### src/rtl/lvds_tx_scheduler_if.sv
// Purpose: bundles the strobe, link-enable, two requester streams and serializer outputs of the scheduler.
// Latency: none; this is wiring only.
// Backpressure: the readies live here; the scheduler drives them and the upstream holds words until accepted.
interface lvds_tx_scheduler_if;
    logic        slot_strobe;
    logic        tx_en;
    logic [31:0] smp_data;
    logic        smp_valid;
    logic        smp_ready;
    logic [31:0] ctl_data;
    logic        ctl_valid;
    logic        ctl_ready;
    logic [31:0] tx_data;
    logic        tx_active;
    logic [15:0] underrun_cnt;

    // Scheduler side
    modport slave (
        input  slot_strobe, tx_en, smp_data, smp_valid, ctl_data, ctl_valid,
        output smp_ready, ctl_ready, tx_data, tx_active, underrun_cnt
    );

    // Serializer/requester side
    modport master (
        output slot_strobe, tx_en, smp_data, smp_valid, ctl_data, ctl_valid,
        input  smp_ready, ctl_ready, tx_data, tx_active, underrun_cnt
    );
endinterface

### src/rtl/lvds_tx_scheduler.sv
// Purpose: picks one 32-bit word per serializer slot from sync/preamble, control, sample or idle fill.
// Latency: a word accepted on strobe N sits in tx_data and is loaded by the serializer on strobe N+1.
// Backpressure: readies pulse only on a strobe for the granted source; ungranted words wait upstream.
module lvds_tx_scheduler #(
    parameter logic [31:0] SYNC_WORD     = 32'hA5A5_5A5A,
    parameter logic [31:0] IDLE_WORD     = 32'h0000_0000,
    parameter int          PREAMBLE_LEN  = 4,
    parameter int          SYNC_PERIOD   = 64,
    parameter int          CTRL_MAX_WAIT = 4
) (
    input  logic             clk64mhz,
    input  logic             reset,
    lvds_tx_scheduler_if.slave bus
);
    typedef enum logic [1:0] {ST_OFF, ST_PREAMBLE, ST_RUN, ST_DRAIN} state_t;

    localparam logic [15:0] SYNC_LAST = 16'(SYNC_PERIOD - 1);
    localparam logic [3:0]  CTL_MAX   = 4'(CTRL_MAX_WAIT);
    localparam logic [8:0]  PRE_LEN   = 9'(PREAMBLE_LEN);

    state_t      state_q, state_d;
    logic [31:0] tx_data_q, tx_data_d;
    logic        tx_active_q, tx_active_d;
    logic [15:0] underrun_q, underrun_d;
    logic [7:0]  pre_cnt_q, pre_cnt_d;
    logic [15:0] sync_cnt_q, sync_cnt_d;
    logic [3:0]  ctl_wait_q, ctl_wait_d;
    logic        smp_rdy, ctl_rdy;
    logic        sync_due, ctl_pick;

    assign sync_due = (sync_cnt_q == SYNC_LAST);
    // Control goes first once it has waited long enough, or whenever samples have nothing to offer.
    assign ctl_pick = bus.ctl_valid & ((ctl_wait_q >= CTL_MAX) | ~bus.smp_valid);

    // Slot decision: everything advances only on the serializer load strobe.
    always_comb begin
        state_d     = state_q;
        tx_data_d   = tx_data_q;
        tx_active_d = tx_active_q;
        underrun_d  = underrun_q;
        pre_cnt_d   = pre_cnt_q;
        sync_cnt_d  = sync_cnt_q;
        ctl_wait_d  = ctl_wait_q;
        smp_rdy     = 1'b0;
        ctl_rdy     = 1'b0;
        if (bus.slot_strobe) begin
            case (state_q)
                ST_OFF: begin
                    if (bus.tx_en) begin
                        // The entry strobe already sends the first preamble word.
                        state_d     = (PREAMBLE_LEN == 1) ? ST_RUN : ST_PREAMBLE;
                        tx_active_d = 1'b1;
                        tx_data_d   = SYNC_WORD;
                        pre_cnt_d   = 8'd0;
                        sync_cnt_d  = 16'd0;
                    end else begin
                        tx_active_d = 1'b0;
                        tx_data_d   = IDLE_WORD;
                    end
                end
                ST_PREAMBLE: begin
                    if (!bus.tx_en) begin
                        state_d   = ST_DRAIN;
                        tx_data_d = IDLE_WORD;
                    end else begin
                        tx_data_d = SYNC_WORD;
                        pre_cnt_d = pre_cnt_q + 8'd1;
                        // pre_cnt_q+1 words already sent, this strobe adds one more.
                        if ({1'b0, pre_cnt_q} + 9'd2 >= PRE_LEN) begin
                            state_d    = ST_RUN;
                            sync_cnt_d = 16'd0;
                        end
                    end
                end
                ST_RUN: begin
                    if (!bus.tx_en) begin
                        state_d   = ST_DRAIN;
                        tx_data_d = IDLE_WORD;
                    end else if (sync_due) begin
                        tx_data_d  = SYNC_WORD;
                        sync_cnt_d = 16'd0;
                        if (bus.ctl_valid && ctl_wait_q < CTL_MAX) ctl_wait_d = ctl_wait_q + 4'd1;
                    end else begin
                        sync_cnt_d = sync_cnt_q + 16'd1;
                        if (ctl_pick) begin
                            ctl_rdy    = 1'b1;
                            tx_data_d  = bus.ctl_data;
                            ctl_wait_d = 4'd0;
                        end else begin
                            if (bus.smp_valid) begin
                                smp_rdy   = 1'b1;
                                tx_data_d = bus.smp_data;
                            end else begin
                                tx_data_d = IDLE_WORD;
                                if (underrun_q != 16'hFFFF) underrun_d = underrun_q + 16'd1;
                            end
                            if (bus.ctl_valid && ctl_wait_q < CTL_MAX) ctl_wait_d = ctl_wait_q + 4'd1;
                        end
                    end
                end
                ST_DRAIN: begin
                    state_d     = ST_OFF;
                    tx_active_d = 1'b0;
                    tx_data_d   = IDLE_WORD;
                    ctl_wait_d  = 4'd0;
                end
                default: state_d = ST_OFF;
            endcase
        end
    end

    // State and output registers; reset puts the link in a quiet, idle state immediately.
    always_ff @(posedge clk64mhz or posedge reset) begin
        if (reset) begin
            state_q     <= ST_OFF;
            tx_data_q   <= IDLE_WORD;
            tx_active_q <= 1'b0;
            underrun_q  <= 16'd0;
            pre_cnt_q   <= 8'd0;
            sync_cnt_q  <= 16'd0;
            ctl_wait_q  <= 4'd0;
        end else begin
            state_q     <= state_d;
            tx_data_q   <= tx_data_d;
            tx_active_q <= tx_active_d;
            underrun_q  <= underrun_d;
            pre_cnt_q   <= pre_cnt_d;
            sync_cnt_q  <= sync_cnt_d;
            ctl_wait_q  <= ctl_wait_d;
        end
    end

    assign bus.smp_ready    = smp_rdy;
    assign bus.ctl_ready    = ctl_rdy;
    assign bus.tx_data      = tx_data_q;
    assign bus.tx_active    = tx_active_q;
    assign bus.underrun_cnt = underrun_q;
endmodule
### src/flat_wrapper.sv
// flat-port wrapper written by rule: the top's interface ports become plain ports
module lvds_tx_scheduler_flat 
#(
    parameter logic [31:0] SYNC_WORD     = 32'hA5A5_5A5A,
    parameter logic [31:0] IDLE_WORD     = 32'h0000_0000,
    parameter int          PREAMBLE_LEN  = 4,
    parameter int          SYNC_PERIOD   = 64,
    parameter int          CTRL_MAX_WAIT = 4
)
  (clk64mhz, reset, bus_slot_strobe, bus_tx_en, bus_smp_data, bus_smp_valid, bus_ctl_data, bus_ctl_valid, bus_smp_ready, bus_ctl_ready, bus_tx_data, bus_tx_active, bus_underrun_cnt);
  lvds_tx_scheduler_if bus_i ();
  input  logic clk64mhz;
  input  logic reset;
  input wire logic [$bits(bus_i.slot_strobe)-1:0] bus_slot_strobe;
  input wire logic [$bits(bus_i.tx_en)-1:0] bus_tx_en;
  input wire logic [$bits(bus_i.smp_data)-1:0] bus_smp_data;
  input wire logic [$bits(bus_i.smp_valid)-1:0] bus_smp_valid;
  input wire logic [$bits(bus_i.ctl_data)-1:0] bus_ctl_data;
  input wire logic [$bits(bus_i.ctl_valid)-1:0] bus_ctl_valid;
  output wire logic [$bits(bus_i.smp_ready)-1:0] bus_smp_ready;
  output wire logic [$bits(bus_i.ctl_ready)-1:0] bus_ctl_ready;
  output wire logic [$bits(bus_i.tx_data)-1:0] bus_tx_data;
  output wire logic [$bits(bus_i.tx_active)-1:0] bus_tx_active;
  output wire logic [$bits(bus_i.underrun_cnt)-1:0] bus_underrun_cnt;
  assign bus_i.slot_strobe = bus_slot_strobe;
  assign bus_i.tx_en = bus_tx_en;
  assign bus_i.smp_data = bus_smp_data;
  assign bus_i.smp_valid = bus_smp_valid;
  assign bus_i.ctl_data = bus_ctl_data;
  assign bus_i.ctl_valid = bus_ctl_valid;
  assign bus_smp_ready = bus_i.smp_ready;
  assign bus_ctl_ready = bus_i.ctl_ready;
  assign bus_tx_data = bus_i.tx_data;
  assign bus_tx_active = bus_i.tx_active;
  assign bus_underrun_cnt = bus_i.underrun_cnt;
  lvds_tx_scheduler #(.SYNC_WORD(SYNC_WORD), .IDLE_WORD(IDLE_WORD), .PREAMBLE_LEN(PREAMBLE_LEN), .SYNC_PERIOD(SYNC_PERIOD), .CTRL_MAX_WAIT(CTRL_MAX_WAIT)) u_core (.clk64mhz(clk64mhz), .reset(reset), .bus(bus_i));
endmodule
### config.mk
export PLATFORM = sky130hd
export DESIGN_NAME = lvds_tx_scheduler_flat
export DESIGN_NICKNAME = d
export VERILOG_FILES = /design/src/rtl/lvds_tx_scheduler_if.sv /design/src/rtl/lvds_tx_scheduler.sv /design/src/flat_wrapper.sv
export SDC_FILE = /design/constraint.sdc
export NUM_CORES = 1
export LEC_CHECK = 0
export BUFFER_PORTS_ARGS = -buffer_cell sky130_fd_sc_hd__buf_2
export CAP_MARGIN = 30
export CORE_ASPECT_RATIO = 1.4
export CORE_MARGIN = 2
export CORE_UTILIZATION = 52
export CTS_CLUSTER_SIZE = 12
export DETAILED_ROUTE_END_ITERATION = 8
export GPL_TIMING_DRIVEN = 0
export PLACE_DENSITY_LB_ADDON = 0.1
export SLEW_MARGIN = 5
export SYNTH_ARGS = -nofsm -noshare
export SYNTH_HDL_FRONTEND = slang
export SYNTH_SLANG_ARGS = --single-unit
### constraint.sdc
create_clock -name clk64mhz -period 3.1 [get_ports clk64mhz]
set_input_delay 0.62 -clock clk64mhz [delete_from_list [all_inputs] [get_ports clk64mhz]]
set_output_delay 0.62 -clock clk64mhz [all_outputs]
set_load 0.01 [all_outputs]
==> flow_summary_export.csv <==
group,metric,value,unit
status,status,"finished clean",
hold_path,hp-class,"primary input to async pin",
synth,syn-cell-area,4188,sq um
floorplan,die_h,110.2,um
timing,tightest_slew,0.8039,ns
detailed_routing,drt_iter0_drc,270,
placement,port_buffers,120,
worst_setup_path,cp.arrival,2.26,ns
synth,yosysUniqueCellTypes,54,
placement,place.gp.congestion,0.8249,
timing,fin_skew,0.008951,ns
power_and_ir_drop,finalPower,3.167,mW
finish,layout_common_cells,"buf_2, dfrtp_1, nor2_1",
timing,setup_ws,0.2245,ns
power_and_ir_drop,p_leak,2.568,nW
power_and_ir_drop,power_density,613.7,nW/um^2
synth,ys_seq_area_frac,0.4721,
placement,hpwl,7702,um
synth,synth_edf_count,0,
synth,netlist.area_leader.share,0.4721,
clock_tree,cts-htree-levels,3,
global_routing,grt_pass1_vias,3729,
clock_tree,numCtsBuffers,9,
clock_tree,cts_tree,"built",
worst_setup_path,critPathSlowestCell,"clkbuf_1",
worst_setup_path,cpMostUsedCell,"clkbuf_1",
detailed_routing,wl_per_cell,15.53,um
detailed_routing,detail_route.first_pass.iterations,4,
detailed_routing,drc_errors,0,
global_routing,antenna_found_initial,1,
floorplan,rows,38,
power_and_ir_drop,peakVddDrop,0.0003515,V
worst_setup_path,r2r-end,"u_core.bus.tx_data[6]$_DFFE_PP0P_",
timing,rsz0062_at_grt,"false",
finish,final_area,5160,sq um
synth,synth_warnings,0,
floorplan,initial_utilization,0.5371,
synth,synth_fp_nets,518,
detailed_routing,vias,3797,
timing,slew_headroom,0.4565,
timing,max_freq,347.8,MHz
placement,placed_area,4943,sq um
clock_tree,path_clk_slew,0.08,ns
floorplan,coreArea,7797,sq um
worst_setup_path,reg2reg_slack,0.81,ns
timing,setup-tns-final,0,ns
worst_setup_path,criticalPathCategory,"primary input to output port",
worst_setup_path,endpoint_kind,"output port",
timing,fin_crit,2.876,ns
synth,synth.top_cells.by_area,"dfrtp_1, nor2_1, and3_1, a221oi_1, o2bb2ai_1",
finish,drive_gt1_frac,0.2765,
worst_setup_path,start_kind,"primary input",
synth,ys_async_sr_fraction,1.000,
worst_setup_path,critPathMaxFanout,10,
clock_tree,clkSinkCount,79,
timing,finalHoldViolCount,0,
finish,area_growth,23.21,%
synth,postSynthCellCount,438,
detailed_routing,drt.antenna.violating_nets,0,
global_routing,globalRouteOverflowTotal,0,
global_routing,grt_max_degree,64,
worst_setup_path,reg2reg_depth,10,
global_routing,grt_pass1_wl,16970,um
finish,final_common_cell,"buf_2",
flow_run,maxCapViolCount,0,
synth,syn_avg_cell_area,9.561,sq um
worst_setup_path,slowest_delay,0.41,ns
timing,maxSlewViolCount,0,
synth,synth-seq-cells,79,
clock_tree,clkLatencyLatePin,0.36,ns
timing,setup_viol,0,
global_routing,track_usage,0.2467,
clock_tree,cts_root_buf,"clkbuf_8",
timing,min_period_over_period,0.9276,
synth,synthFlopType,"dfrtp_1",
worst_setup_path,required,2.48,ns
worst_setup_path,r2r_start,"u_core.sync_cnt_q[0]$_DFFE_PP0P_",
floorplan,die-area,8797,sq um
finish,finalNetCount,651,
floorplan,io_pins,121,
floorplan,die_w,79.85,um
placement,pre_cts_ws,0.1869,ns
detailed_routing,via_per_inst,5.617,
worst_setup_path,crit_chain,"buf_2 > clkbuf_1 > and2_1 > clkbuf_1 > clkbuf_1 > and3_1 > buf_2",
detailed_routing,wl,10500,um
synth,yosysTopAreaCell,"dfrtp_1",
clock_tree,clockBufferDepth,2,
## sequential cells by signal, indices dropped and copies added, names as in the netlist
| signal | flops |
|---|---|
| u_core.bus.tx_active | 1 |
| u_core.bus.tx_data | 32 |
| u_core.bus.underrun_cnt | 16 |
| u_core.ctl_wait_q | 4 |
| u_core.pre_cnt_q | 8 |
| u_core.state_q | 2 |
| u_core.sync_cnt_q | 16 |
## where the power goes
group          switching (mW)  total, mW  leakage, nW  internal (mW)
combinational           0.609       1.03         1.42          0.417
sequential              0.127       1.32         1.05           1.20
clock                   0.366      0.818        0.101          0.452
total                    1.10       3.17         2.57           2.06
## final cells by class
type | instances | area [sq um]
diodes | 1 | 2.502
plain buffers | 27 | 138.9
clock buffers | 12 | 135.1
clock inverters | 3 | 68.82
fillers | 677 | 2638
inverters | 17 | 66.31
multi-input cells | 315 | 2011
flip-flops and latches | 79 | 1977
well taps | 100 | 125.1
repair buffers | 122 | 635.6
## cell families (layout without fill, tap and decap cells)
kind of cell / count (synthesis) / count (layout) / synth area share
xor+xnor: 20 / 20 / 0.04183
other cells: 0 / 1 / 0
buf+inv: 44 / 181 / 0.04840
mux: 5 / 5 / 0.01285
compound gates: 109 / 109 / 0.1772
simple gates: 171 / 171 / 0.2178
fa+ha+maj: 10 / 10 / 0.02988
flops: 79 / 79 / 0.4721
## what timing repair did
action,CTS,global route
hold buffers,0,0
endpoints found under the setup margin,1,0
setup buffers,1,0
hold endpoints to repair,0,0
resized for setup,1,0
## cell usage after synthesis (2+ instances only)
cell and count:
o31ai_1 7, buf_6 3, ha_1 10, a21o_1 2, a221oi_1 16, and4_4 2
nor3_1 21, clkbuf_1 16, mux2i_1 2, dfrtp_1 79, mux2_2 2, o41ai_1 2
nand2_1 23, inv_1 16, nand3_1 19, nor2b_1 2, or4_1 2, o211ai_1 2
xor2_1 15, o21ai_0 25, o22ai_1 2, and3_1 23, a311oi_1 2, a21oi_1 26
nor3_2 3, nor2_1 40, buf_4 2, nor4_1 8, and2_1 4, xnor2_1 5
nand4_1 8, o2bb2ai_1 16, buf_2 6, a211oi_1 2, nand2b_1 6
## worst max path at each step
stage / startpoint / end / slack (ns) / depth (start not counted)
2_1_floorplan: reset / u_core.bus.tx_active$_DFFE_PP0P_ / 0.46 / 1
3_3_place_gp: reset / u_core.bus.tx_data[10]$_DFFE_PP0P_ / -0.48 / 2
3_5_place_dp: bus_smp_valid / bus_smp_ready / 0.19 / 7
4_1_cts: bus_smp_valid / bus_smp_ready / 0.20 / 7
5_1_grt: bus_smp_valid / bus_smp_ready / 0.04 / 7
6_report: bus_smp_valid / bus_smp_ready / 0.22 / 7
## per-layer routing
metal  part of all wire  track usage
met3              0.050      0.04153
met1               0.42       0.3081
met4              0.024       0.1259
met2               0.51       0.4124
met5                  0            0
## stage by stage
step / util / hold slack [ns] / instances
detailed placement: 0.6340 / 0.4714 / 659
floorplan: - / 0.4569 / 438
global route: 0.6614 / 0.2020 / 675
CTS: 0.6614 / 0.1813 / 675
finish: 0.6617 / 0.1842 / 676
global placement: 0.6301 / 0.4645 / 658
## worst max-delay path, delay by kind of cell
family,cells,cell delay (ns)
simple gates,2,0.39
buf+inv,5,1.24
No activity file was read; power rests on OpenSTA's default activity.
